[config.mk]
export PLATFORM = sky130hd
export DESIGN_NAME = eb_fifo
export DESIGN_NICKNAME = d
export VERILOG_FILES = /design/src/rtl/eb_pkg.sv /design/src/rtl/eb_ptr.sv /design/src/rtl/eb_fifo.sv
export SDC_FILE = /design/constraint.sdc
export NUM_CORES = 1
export LEC_CHECK = 0
export ABC_CLOCK_PERIOD_IN_PS = 4600
export BUFFER_PORTS_ARGS = -buffer_cell sky130_fd_sc_hd__clkbuf_2
export CAP_MARGIN = 20
export CORE_ASPECT_RATIO = 0.75
export CORE_MARGIN = 2
export CORE_UTILIZATION = 27
export DETAILED_ROUTE_END_ITERATION = 12
export PLACE_DENSITY = 0.42
export SLEW_MARGIN = 25
export SYNTH_ARGS = -nofsm -noshare
export SYNTH_HDL_FRONTEND = slang
export SYNTH_HIERARCHICAL = 1
export SYNTH_SLANG_ARGS = --single-unit
[constraint.sdc]
create_clock -name clk -period 4.6 [get_ports clk]
set_clock_uncertainty 0.2 [all_clocks]
set_input_delay 0.69 -clock clk [delete_from_list [all_inputs] [get_ports clk]]
set_output_delay 0.69 -clock clk [all_outputs]
set_load 0.01 [all_outputs]
[src/rtl/eb_pkg.sv]
`default_nettype none
// ============================================================================
//  Module   : eb_pkg
//  Purpose  : Shared helpers for the elastic buffer (width computation).
//  Revision : 1.0  initial release
// ============================================================================
package eb_pkg;

    // Ceiling log2; returns 0 for n <= 1. Used to size pointers and counters.
    function automatic int clog2(input int n);
        int r;
        int v;
        r = 0;
        v = n - 1;
        while (v > 0) begin
            r = r + 1;
            v = v >> 1;
        end
        return r;
    endfunction

endpackage : eb_pkg
`default_nettype wire

[src/rtl/eb_ptr.sv]
`default_nettype none
// ============================================================================
//  Module   : eb_ptr
//  Purpose  : Wrap-around slot pointer 0..DEPTH-1 with clear (priority) and
//             increment. Wrap is explicit so non-power-of-two depths work.
//  Revision : 1.0  initial release
// ============================================================================
module eb_ptr #(
    parameter int DEPTH = 4,
    parameter int AW    = 2
) (
    input  logic          clk,
    input  logic          reset_n,
    input  logic          clr,
    input  logic          inc,
    output logic [AW-1:0] ptr
);

    localparam logic [AW-1:0] c_LAST = AW'(DEPTH - 1);

    logic [AW-1:0] r_ptr;

    // Pointer register: clear beats increment, last slot wraps to zero.
    always_ff @(posedge clk or negedge reset_n) begin
        if (!reset_n) begin
            r_ptr <= '0;
        end else if (clr) begin
            r_ptr <= '0;
        end else if (inc) begin
            r_ptr <= (r_ptr == c_LAST) ? '0 : r_ptr + AW'(1);
        end
    end

    assign ptr = r_ptr;

endmodule : eb_ptr
`default_nettype wire

[src/rtl/eb_fifo.sv]
`default_nettype none
// ============================================================================
//  Module   : eb_fifo
//  Purpose  : N-slot elastic buffer between two req/ack channels with
//             occupancy count, almost-full flag and synchronous flush.
//             All outputs decode registered state only, so there is no
//             combinational path between the upstream and downstream sides.
//  Revision : 1.0  initial release
// ============================================================================
module eb_fifo
    import eb_pkg::*;
#(
    parameter int W     = 32,
    parameter int DEPTH = 4,
    parameter int AF    = DEPTH - 1
) (
    input  logic                         clk,
    input  logic                         reset_n,
    input  logic                         flush,
    input  logic [W-1:0]                 t_dat,
    input  logic                         t_req,
    output logic                         t_ack,
    output logic [W-1:0]                 i_dat,
    output logic                         i_req,
    input  logic                         i_ack,
    output logic [clog2(DEPTH+1)-1:0]    cnt,
    output logic                         afull
);

    localparam int AW = clog2(DEPTH);
    localparam int CW = clog2(DEPTH + 1);

    localparam logic [CW-1:0] c_FULL = CW'(DEPTH);
    localparam logic [CW-1:0] c_AF   = CW'(AF);
    localparam logic [AW:0]   c_SLOTS = (AW+1)'(DEPTH);

    logic [W-1:0]  r_mem [DEPTH];
    logic [CW-1:0] r_cnt;
    logic [AW-1:0] w_wr_ptr;
    logic [AW-1:0] w_rd_ptr;
    logic          w_t_ack;
    logic          w_i_req;
    logic          w_push;
    logic          w_pop;

    assign w_t_ack = (r_cnt != c_FULL);
    assign w_i_req = (r_cnt != '0);
    assign w_push  = t_req & w_t_ack;
    assign w_pop   = w_i_req & i_ack;

    eb_ptr #(
        .DEPTH (DEPTH),
        .AW    (AW)
    ) u_wr_ptr (
        .clk     (clk),
        .reset_n (reset_n),
        .clr     (flush),
        .inc     (w_push),
        .ptr     (w_wr_ptr)
    );

    eb_ptr #(
        .DEPTH (DEPTH),
        .AW    (AW)
    ) u_rd_ptr (
        .clk     (clk),
        .reset_n (reset_n),
        .clr     (flush),
        .inc     (w_pop),
        .ptr     (w_rd_ptr)
    );

    // Storage write: data flops carry no reset; a flushed push is dropped.
    always_ff @(posedge clk) begin
        if (w_push && !flush) begin
            r_mem[w_wr_ptr] <= t_dat;
        end
    end

    // Occupancy: flush clears, push/pop adjust, simultaneous push+pop holds.
    always_ff @(posedge clk or negedge reset_n) begin
        if (!reset_n) begin
            r_cnt <= '0;
        end else if (flush) begin
            r_cnt <= '0;
        end else begin
            case ({w_push, w_pop})
                2'b10:   r_cnt <= r_cnt + CW'(1);
                2'b01:   r_cnt <= r_cnt - CW'(1);
                default: r_cnt <= r_cnt;
            endcase
        end
    end

    assign t_ack = w_t_ack;
    assign i_req = w_i_req;
    assign i_dat = r_mem[w_rd_ptr];
    assign cnt   = r_cnt;
    assign afull = (r_cnt >= c_AF);

`ifndef SYNTHESIS
    // State sanity: occupancy and pointers must stay inside their ranges.
    always_ff @(posedge clk) begin
        if (reset_n) begin
            assert (r_cnt <= c_FULL);
            assert ({1'b0, w_wr_ptr} < c_SLOTS);
            assert ({1'b0, w_rd_ptr} < c_SLOTS);
        end
    end
`endif

endmodule : eb_fifo
`default_nettype wire
**After elaboration in Yosys (flattened, before gate mapping)**

Memory sizes are Yosys's and may differ from the RTL's.
Cells that the tools add are included.

- Flip-flop bits (word level): 7
- Latch bits: 0
- Input port bits: 37
- Bits in writable memories: 128
- Bits in read-only memories: 0
- Memories kept: 1

Memories:

| memory | words | width | read ports | clocked after Yosys merged registers in | write ports | line | source |
|---|---|---|---|---|---|---|---|
| r_mem | 4 | 32 | 1 | 0 | 1 | eb_fifo.sv:37 | `logic [W-1:0] r_mem [DEPTH];` |

- Multipliers: 0
- Shift operators: 0
- Reduce and logical (&&, ||, !) cells: 6
- Mux-type cells: 10
- Bitwise gates (word level): 2
- $lt $le $gt $ge: 1
- Divide/modulo/power cells: 0
- Equal/unequal tests: 5
- Add/sub/neg operators: 4

Operator list:

| cell | number |
|---|---|
| $mux W2 | 6 |
| $eq A2 B2 Y1 const B | 3 |
| $pmux W3 S2 | 1 |
| $reduce_bool A3 Y1 | 2 |
| $add A2 B1 Y2 const B | 2 |
| $reduce_bool A2 Y1 | 2 |
| $add A3 B1 Y3 const B | 1 |
| $ge A3 B2 Y1 const B | 1 |
| $mux W3 | 1 |
| $ne A3 B3 Y1 const B | 1 |
| $sub A3 B1 Y3 const B | 1 |
| $and A1 B1 Y1 | 2 |
| $eq A2 B1 Y1 const B | 1 |
| $mux W1 | 2 |
| $logic_and A1 B1 Y1 | 1 |
| $logic_not A1 Y1 | 1 |

**Depth between registers and ports, before layout**

- Depth in word-level cells: 5
- Gate-level depth with buffers: 8
- Depth with buffers taken out: 7

**Cells and area by module**

Netlist, hierarchy kept.

Modules (own cells, without submodules):

| module | times used | cells an instance | area an instance (µm²) |
|---|---|---|---|
| eb_fifo | 1 | 215 | 5031.1 |
| eb_ptr | 2 | 8 | 100.1 |

**Worst setup path before layout**

No wires, ideal clock.

- Kind: reg2reg
- Start point: register r_cnt[1], in the netlist cnt[1]
- End point: memory r_mem[0][0], enable pin
- Path slack: -0.048 ns
- Required time: 3.898 ns
- Buffers on the path: 1
- Arrival: 3.946 ns
- Cell stages (with the launch flop): 5
- Cells stage by stage: dfrtp_1 buf_2 or3b_4 nand2_2 nor4_1

- Cells in the longest elaborated chain, start to end: 5

Ends and longest elaborated chain:

| element | line | source |
|---|---|---|
| start: declaration | eb_fifo.sv:38 | `logic [CW-1:0] r_cnt;` |
| start signal: assignment | eb_fifo.sv:88 | `2'b10: r_cnt <= r_cnt + CW'(1);` |
| start signal: assignment | eb_fifo.sv:89 | `2'b01: r_cnt <= r_cnt - CW'(1);` |
| start signal: assignment | eb_fifo.sv:90 | `default: r_cnt <= r_cnt;` |
| $ne A3 B3 Y1 | eb_fifo.sv:46 | `assign w_t_ack = (r_cnt != c_FULL);` |
| named net t_ack | eb_fifo.sv:22 | `output logic t_ack,` |
| $and A1 B1 Y1 | eb_fifo.sv:48 | `assign w_push = t_req & w_t_ack;` |
| $logic_and A1 B1 Y1 | eb_fifo.sv:75 | `if (w_push && !flush) begin` |
| $mux W1 | eb_fifo.sv:75 |  |
| $mux W1 (not written as such) | eb_fifo.sv:76 | `r_mem[w_wr_ptr] <= t_dat;` |
| end: declaration | eb_fifo.sv:37 |  |

The timed path passes the listed nets, and every way through them passes these cells.

**Worst setup path in the final report**

- Start point: register u_rd_ptr.r_ptr[0], in the netlist u_rd_ptr/ptr[0]
- End point: output i_dat[19]

- Cells in the longest elaborated chain, start to end: 1

Ends and longest elaborated chain:

| element | line | source |
|---|---|---|
| start: declaration | eb_ptr.sv:21 | `logic [AW-1:0] r_ptr;` |
| start signal: assignment | eb_ptr.sv:30 | `r_ptr <= (r_ptr == c_LAST) ? '0 : r_ptr + AW'(1);` |
| $mem_v2 Z4 W32 | -- |  |
| end: declaration | eb_fifo.sv:23 | `output logic [W-1:0] i_dat,` |

No other way between the ends.

==> impl_metrics.tcl <==
set metrics [dict create \
    status "finished clean" \
    relSlewSlack_pct 36.7 \
    period_minus_slack_ns 3.34 \
    slew_viol_final 0 \
    finalSetupViolations 0 \
    fin_util_pct 34.4 \
    r2r_cells 7 \
    required_ns 3.71 \
    r2r_slack_ns 2.09 \
    powerDensity_mw_per_mm2 491 \
    syn_inst 231 \
    yosys.area.top_type "edfxtp_1" \
    ys_seq_area_share_pct 76.8 \
    drc_errors 0 \
    crit_fanout 26 \
    max_cap_viol_count 0 \
    wl_mm 10.4 \
    fin_crit_sh_pct 72.7 \
    grt_use_total_pct 10.8 \
    synth_fp_nets 271 \
    first_pass_iters 4 \
    cts_tree "done" \
    io_pins 75 \
    power.total_mw 3.23 \
    hold_violations 0 \
    overflow 0 \
    min_path_type "in2reg" \
    post-cts-setup-buffer-count 0 \
    tightest_slew_ns 0.950 \
    cts_sinks 135 \
    yosysWarnings 6 \
    synth_top_area_share_pct 73.5 \
    dieArea_mm2 0.0205 \
    leakage_nw 2.24 \
    grt_max_degree 35 \
    postRouteAntennaNets 0 \
    synth_fa_ha_area_share_pct 0.861 \
    synth_top_family_by_area "multiplexers" \
    ir_drop_mv 0.251 \
    clockRootBuffer "clkbuf_16" \
    synth_area_leaders "edfxtp_1 (73%), mux4_2 (14%), dfrtp_1 (3.3%)" \
    startpoint_type "flop" \
    wl_per_cell_um 17.6 \
    grt_antenna_before_repair 1 \
    timing.rr.start "cnt[0]" \
    synth.area.mux_share_pct 14.2 \
    core_mm2 0.0192 \
    drive_gt1_share_pct 47.9 \
    finalWorstSetupSlack_ns 1.26 \
    numCtsBuffers 17 \
    synthesis.area_mm2 0.00523 \
    grt_pass1_wl_mm 15.8 \
    rows 44 \
    antenna_cells 0 \
    clk_pin_slew_ns 0.06 \
    drt_iter0_drc 150 \
    avgSynthCellArea_um2 22.6 \
    htree_num_levels 4 \
    stdcell_area_mm2 0.00658 \
    max_freq_mhz 299 \
    end_kind "output port" \
    rsz0062_at_grt "no" \
    vias 2585 \
    synth_seq_cells 135 \
    synthDistinctLibCells 36 \
    die_h_um 125 \
    startpoint "u_rd_ptr/ptr[0]" \
    yosys.area_share.simple_pct 3.25 \
    r2r_end "cnt[2]" \
    cts_buffer_depth 2 \
    dp_hpwl_mm 6.20 \
    io_buffers 74 \
    die_w_um 165 \
    synth_xor_area_share_pct 0.478 \
    area_growth_pct 25.8 \
    final_nets 363 \
    crit_type "reg2out" \
    preCtsSetupSlack_ns 1.61 \
    synth_compound_area_share_pct 2.30 \
    clock_latency_ns 0.42 \
    start_util_pct 27.3 \
    placed_area_mm2 0.00592 \
    grt_pass1_vias 2661 \
    place_congestion 0.682 \
    arrival_ns 2.45 \
    crit_end "i_dat[19]" \
    viasPerCell 4.39 \
]
-- power by group --
group          total, mW  internal, mW  leakage (nW)  switching (mW)
sequential          1.45          1.39          1.25          0.0573
combinational      0.307         0.159         0.676           0.148
clock               1.48         0.963         0.307           0.513
total               3.23          2.51          2.24           0.718
-- cells by family (layout without fill, tap and decap cells) --
kind of cell    Yosys count  in the layout
simple gates             26             26
flops                   135            135
buf+inv                  16            121
mux                      34             34
fa+ha+maj                 3              3
compound gates           15             15
xor+xnor                  2              2
-- state kept, by name, indices dropped and copies added, names as in the netlist --
register,cells
r_mem,128
cnt,3
u_rd_ptr/ptr,2
u_wr_ptr/ptr,2
-- timing repair --
action	4_1_cts	5_1_grt
hold buffers	1	0
endpoints found under the hold margin	7	0
gates resized for setup	0	0
-- Yosys cell counts --
cell type	n
edfxtp_1	128
mux4_2	32
dfrtp_1	7
buf_6	6
buf_2	5
inv_1	5
nor2_1	4
nor4_1	4
o21ai_0	3
or3b_1	3
a2111oi_2	2
a21oi_1	2
a21oi_2	2
and2_1	2
ha_1	2
mux2i_1	2
nand2b_1	2
nand3b_1	2
a2111oi_1	1
a21o_1	1
a311oi_1	1
fa_1	1
nand2_1	1
nand2_2	1
nand3_1	1
nor2_2	1
nor3_1	1
nor3b_2	1
o21a_1	1
o21ai_1	1
o32ai_1	1
or2b_1	1
or3_1	1
or3b_4	1
xnor2_1	1
xor2_2	1
-- layout by cell type (no fill, tap or decap), drive strengths merged, types with 3 or more instances in the layout --
cell type	n
a2111oi	3
a21oi	4
buf	9
bufinv	5
clkbuf	91
clkinv	5
clkinvlp	3
dfrtp	7
edfxtp	128
inv	7
mux4	32
nor2	5
nor4	4
o21ai	4
or3b	4
-- worst min-delay path by stage --
stage                   endpoint       from  depth (start not counted)  slack, ns
floorplan                 cnt[0]    reset_n                          0       0.19
global placement          cnt[2]    reset_n                          1       0.35
detailed placement        cnt[2]    reset_n                          1       0.37
CTS                 r_mem[2][31]  t_dat[31]                          1       0.27
global route        r_mem[2][24]  t_dat[24]                          1       0.27
finish              r_mem[0][25]  t_dat[25]                          1       0.29
-- routing by layer --
metal  share of wire, %  GRT usage (%)
met1                 48           14.6
met2                 45           15.5
met3                5.9           4.46
met4                1.5           4.14
met5               0.13              0
-- stage by stage --
| step | hold WS [ns] | instances | TNS [ns] |
|---|---|---|---|
| CTS | 0.269 | 589 | 0 |
| global route | 0.274 | 589 | 0 |
| detailed placement | 0.366 | 556 | 0 |
| floorplan | 0.194 | 231 | -6.16 |
| global placement | 0.354 | 556 | 0 |
| finish | 0.291 | 589 | 0 |
-- worst max-delay path, stage by stage (launching register included) --
cell	delay, ns
dfrtp_2	0.98
buf_4	0.37
mux4_2	0.53
clkbuf_2	0.14
-- layout make-up --
type,count,area [um2]
well taps,253,317
fillers,1818,12600
clock inverters,15,225
repair buffers,84,448
clock buffers,17,425
flip-flops and latches,135,4020
multi-input cells,80,1130
inverters,5,18.8
Note: power is estimated with default switching activity, not from simulation.
